**src/rtl/apb_pkg.sv**
```systemverilog
// Shared types and constants for the APB subsystem: one bridge (master FSM)
// and two identical word-addressed memory slaves.
package apb_pkg;

  localparam int DATA_WIDTH   = 8;
  localparam int ADDR_WIDTH   = 9;
  localparam int MEM_DEPTH    = 64;

  // Low address bits form the word offset inside a slave; the MSB selects the slave.
  localparam int OFFSET_WIDTH = ADDR_WIDTH - 1;
  localparam int INDEX_WIDTH  = $clog2(MEM_DEPTH);

  typedef enum logic [1:0] {
    IDLE,
    SETUP,
    ACCESS
  } apb_state_e;

  // True when a word offset addresses a physically present location.
  function automatic logic offset_in_range(input logic [OFFSET_WIDTH-1:0] offset);
    return offset < OFFSET_WIDTH'(MEM_DEPTH);
  endfunction

endpackage

```
**src/rtl/apb_slave.sv**
```systemverilog
// Zero-wait-state APB memory slave, MEM_DEPTH x DATA_WIDTH words.
// With APB_SLVERR_CHECK_EN defined, offsets >= MEM_DEPTH raise PSLVERR, writes
// to them are dropped and reads return 0. Without it, offsets wrap modulo
// MEM_DEPTH and every transfer completes normally.
module apb_slave
  import apb_pkg::*;
(
  input  logic                    PCLK,
  input  logic                    PSEL,
  input  logic                    PENABLE,
  input  logic                    PWRITE,
  input  logic [OFFSET_WIDTH-1:0] PADDR,
  input  logic [DATA_WIDTH-1:0]   PWDATA,
  output logic                    PREADY,
  output logic [DATA_WIDTH-1:0]   PRDATA,
  output logic                    PSLVERR
);

  logic [DATA_WIDTH-1:0]  mem [MEM_DEPTH];
  logic [INDEX_WIDTH-1:0] index;
  logic                   addr_err;

  assign index = PADDR[INDEX_WIDTH-1:0];

`ifdef APB_SLVERR_CHECK_EN
  assign addr_err = !offset_in_range(PADDR);
`else
  // Upper offset bits are ignored: addresses alias onto the physical words.
  logic unused_offset_hi;
  assign unused_offset_hi = ^PADDR[OFFSET_WIDTH-1:INDEX_WIDTH];
  assign addr_err         = 1'b0;
`endif

  assign PREADY  = PSEL & PENABLE;
  assign PSLVERR = PREADY & addr_err;
  assign PRDATA  = addr_err ? '0 : mem[index];

  // Memory write in the ACCESS cycle of an in-range write.
  // NOTE: the storage array has no reset on purpose: contents must survive a
  // bus reset, and a reset would also stop the array mapping onto RAM.
  always_ff @(posedge PCLK) begin
    if (PREADY && PWRITE && !addr_err) begin
      mem[index] <= PWDATA;
    end
  end

endmodule

```
**src/rtl/apb.sv**
```systemverilog
// APB subsystem top: local-side request -> APB master FSM (IDLE/SETUP/ACCESS)
// driving two apb_slave instances selected by address bit ADDR_WIDTH-1.
// Optional out-of-range error reporting is enabled by APB_SLVERR_CHECK_EN.
// PRESETn is a synchronous, active-high reset despite its name.
module apb
  import apb_pkg::*;
(
  input  logic                  PCLK,
  input  logic                  PRESETn,
  input  logic                  transfer,
  input  logic                  READ_WRITE,
  input  logic [ADDR_WIDTH-1:0] apb_write_paddr,
  input  logic [DATA_WIDTH-1:0] apb_write_data,
  input  logic [ADDR_WIDTH-1:0] apb_read_paddr,
  output logic                  PSLVERR,
  output logic [DATA_WIDTH-1:0] apb_read_data_out
);

  apb_state_e            state, next_state;

  logic                  pwrite;
  logic [ADDR_WIDTH-1:0] paddr;
  logic [DATA_WIDTH-1:0] pwdata;

  logic                  psel0, psel1, penable;
  logic                  slave_pwrite;
  logic                  pready0, pready1, pready;
  logic                  pslverr0, pslverr1, pslverr_sel;
  logic [DATA_WIDTH-1:0] prdata0, prdata1, prdata;
  logic                  slave_sel;

  assign slave_sel = paddr[ADDR_WIDTH-1];

  // State register.
  // NOTE: clocked state uses non-blocking assignments so every register
  // samples pre-edge values; blocking here would create ordering races.
  always_ff @(posedge PCLK) begin
    if (PRESETn) state <= IDLE;
    else         state <= next_state;
  end

  // Next-state logic.
  // NOTE: next_state gets a default before the case so no path leaves it
  // unassigned, which would otherwise infer a latch.
  always_comb begin
    next_state = state;
    unique case (state)
      IDLE:    if (transfer) next_state = SETUP;
      SETUP:   next_state = ACCESS;
      ACCESS:  if (pready) next_state = transfer ? SETUP : IDLE;
      default: next_state = IDLE;
    endcase
  end

  // Bus control outputs decoded from the current state.
  always_comb begin
    psel0   = 1'b0;
    psel1   = 1'b0;
    penable = 1'b0;
    unique case (state)
      SETUP: begin
        psel0 = ~slave_sel;
        psel1 = slave_sel;
      end
      ACCESS: begin
        psel0   = ~slave_sel;
        psel1   = slave_sel;
        penable = 1'b1;
      end
      default: ;
    endcase
  end

  // Capture the request on the edge that enters SETUP; held through ACCESS.
  always_ff @(posedge PCLK) begin
    if (PRESETn) begin
      pwrite <= 1'b0;
      paddr  <= '0;
      pwdata <= '0;
    end else if (next_state == SETUP) begin
      pwrite <= ~READ_WRITE;
      paddr  <= READ_WRITE ? apb_read_paddr : apb_write_paddr;
      pwdata <= apb_write_data;
    end
  end

  // A write whose ACCESS edge coincides with reset is suppressed: reset wins.
  assign slave_pwrite = pwrite & ~PRESETn;

  apb_slave u_slave0 (
    .PCLK    (PCLK),
    .PSEL    (psel0),
    .PENABLE (penable),
    .PWRITE  (slave_pwrite),
    .PADDR   (paddr[OFFSET_WIDTH-1:0]),
    .PWDATA  (pwdata),
    .PREADY  (pready0),
    .PRDATA  (prdata0),
    .PSLVERR (pslverr0)
  );

  apb_slave u_slave1 (
    .PCLK    (PCLK),
    .PSEL    (psel1),
    .PENABLE (penable),
    .PWRITE  (slave_pwrite),
    .PADDR   (paddr[OFFSET_WIDTH-1:0]),
    .PWDATA  (pwdata),
    .PREADY  (pready1),
    .PRDATA  (prdata1),
    .PSLVERR (pslverr1)
  );

  // Response mux driven by the latched slave-select bit.
  assign pready      = slave_sel ? pready1  : pready0;
  assign prdata      = slave_sel ? prdata1  : prdata0;
  assign pslverr_sel = slave_sel ? pslverr1 : pslverr0;

  assign PSLVERR = (state == ACCESS) & pslverr_sel;

  // Read data register: loads at the end of a completed read ACCESS.
  always_ff @(posedge PCLK) begin
    if (PRESETn) begin
      apb_read_data_out <= '0;
    end else if (state == ACCESS && pready && !pwrite) begin
      apb_read_data_out <= prdata;
    end
  end

endmodule

```
**config.mk**
```make
export PLATFORM = sky130hd
export DESIGN_NAME = apb
export DESIGN_NICKNAME = d
export VERILOG_FILES = /design/src/rtl/apb_pkg.sv /design/src/rtl/apb_slave.sv /design/src/rtl/apb.sv
export SDC_FILE = /design/constraint.sdc
export NUM_CORES = 1
export LEC_CHECK = 0
export BUFFER_PORTS_ARGS = -buffer_cell sky130_fd_sc_hd__buf_2
export CAP_MARGIN = 20
export CORE_ASPECT_RATIO = 1.2
export CORE_MARGIN = 4
export CORE_UTILIZATION = 38
export DETAILED_ROUTE_END_ITERATION = 10
export RECOVER_POWER = 50
export SYNTH_ARGS = -nofsm -noshare
export SYNTH_HDL_FRONTEND = slang
export SYNTH_HIERARCHICAL = 1
export SYNTH_SLANG_ARGS = --single-unit
```
**constraint.sdc**
```tcl
create_clock -name PCLK -period 2.65 [get_ports PCLK]
set_input_delay 0.6625 -clock PCLK [delete_from_list [all_inputs] [get_ports PCLK]]
set_output_delay 0.6625 -clock PCLK [all_outputs]
set_load 0.01 [all_outputs]
```
==> impl_metrics.ini <==
[status]
outcome = finished with violations
violations = capacitance limit, slew limit, setup timing

[route]
num_vias = 26400
ant_nets = 0
drc = 0
dr.first_iter.drc_count = 3020
drt-pass1-iter-count = 6
detail_route.vias_per_cell = 5.87
wirelength_um = 126000
wire_per_inst_um = 28.0

[final_layout]
area_growth_syn_to_layout_pct = 24.9
layout_commonest_cell = edfxtp_1
drive_gt1_share_pct = 31.7
finalNonFillerCells = 4493
layout.nets = 3035
layout_common_cells = edfxtp_1, buf_4, nor2_1

[clock_tree]
path_clk_slew_ps = 60
clock_latency_ps = 680
cts_tree = built
cts.sinks = 1050
htreeDepth = 3
clockRootBuffer = clkbuf_16
cts_hold_buf = 0
cts_buffer_depth = 3
numCtsBuffers = 107

[floorplanning]
coreArea_mm2 = 0.108
die_w_um = 310
pin_count = 39
fp-row-count = 132
initial_core_util_pct = 38.4
fp.dieH_um = 370
die-area_mm2 = 0.115

[timing]
slew_violations = 252
rsz0062_at_grt = yes
setup_slack_ps = -194
skew_ps = 25.0
max_freq_mhz = 352
min_period_ps = 2840
worst_slew_pin_slew_ps = 2000
slew-limit-headroom_pct = -33.3
whs_ps = 251
setup_violations = 28
hold_viol_final = 0
fin_crit_sh_pct = 107

[power]
power_frac_seq_pct = 46.5
combPwrFrac_pct = 17.6
clkPwrFrac_pct = 35.9
power.density_mw_per_mm2 = 791
leakagePower_nw = 17.2
intPower_mw = 30.3
switching_share_pct = 26.2
p_switching_mw = 10.7
peakVddDrop_v = 0.000631

[worst_setup_path]
critical_path_class = register to register
critPathCaptureType = register
startpoint_type = register
crit_path_start = paddr[1]
cp_data_arrival_time_ps = 3360
cp_data_required_time_ps = 3170
cp_max_fo = 7
r2r-start = paddr[1]

[grt]
grt_max_degree = 94
grt.overflow.total = 0
grt_pass1_wl_um = 181000
grt_usage_pct = 21.4
grt_pass1_vias = 26500
antenna_found_initial = 2

[placed_design]
dp_cells = 4247
port-buffer-count = 33
hpwl_um = 80400
gp_congestion = 0.883

[run]
drv_cap = 5

[hold_path]
min_from = apb_write_data[6]
hold_class = primary input to register

[synth]
postSynthCellCount = 2502
netlist_area_mm2 = 0.0415
yosysWarnings = 6
synth.net_count = 2536
postSynthAreaPerCell_um2 = 16.6
[worst paths after layout]
path                          endpoint  slack (ps)  cells after the start
hold reg to reg    u_slave0/mem[41][3]         590                      0
hold / removal               pwdata[6]         250                      3
setup / recovery  apb_read_data_out[1]        -190                     12
setup reg to reg  apb_read_data_out[1]        -190                     12
[layout make-up]
class / instances / area [µm²]
Tap cell: 1407 / 1760
Fill cell: 9038 / 56400
Clock inverter: 57 / 548
Timing Repair Buffer: 579 / 5310
Inverter: 6 / 27.5
Sequential cell: 1050 / 31300
Antenna cell: 1 / 2.50
Clock buffer: 136 / 2830
Multi-Input combinational cell: 1257 / 10100
[sequential cells by signal, indices dropped and copies added, names as in the netlist]
signal	flops
apb_read_data_out	8
u_slave1/mem	512
pwdata	8
u_slave0/mem	512
state	2
paddr	7
pwrite	1
[metrics by stage]
step	util, %	setup TNS (ps)	area (µm²)	setup slack [ps]	power [mW]
final	47.9	-1040	51800	-194	41.0
after global routing	47.9	-16200	51800	-209	42.2
after CTS	47.1	-504	50900	-142	40.6
after floorplan	-	0	41500	145	22.5
after global placement	43.2	-7710	46700	-329	25.5
after detailed placement	43.2	-9920	46700	-403	25.6
[power by group through the flow]
stage               clock, mW  combinational [mW]  sequential, mW
finish                   14.7                7.21            19.1
CTS                      14.9                6.67            19.0
global route             15.7                7.50            19.1
global placement            0                6.08            19.4
detailed placement          0                6.17            19.4
floorplan                   0                3.04            19.5
[layer usage]
metal / vias to the layer above / GRT usage [%] / part of all wire (%)
li1: 11200 / - / -
met3: 314 / 3.52 / 7.9
met5: - / 0 / 0
met2: 1332 / 36.1 / 49
met4: 0 / 9.40 / 5.0
met1: 13500 / 27.2 / 38
[worst max-delay path, cell delays in order (launching register included)]
cell	delay (ps)
dfxtp_4	500
buf_12	160
nor2b_4	100
buf_12	170
buf_4	160
a22oi_1	250
o22ai_2	110
buf_4	160
nor4_2	220
nand4_1	260
a211o_1	330
mux2i_1	170
a211oi_1	100
[timing repair]
item,CTS,global route
pin swaps,25,83
gates cloned,5,2
endpoints found under the setup margin,8,16
setup buffers,28,28
resized for setup,111,181
hold endpoints to repair,0,0
Note: power is estimated with default switching activity, not from simulation.
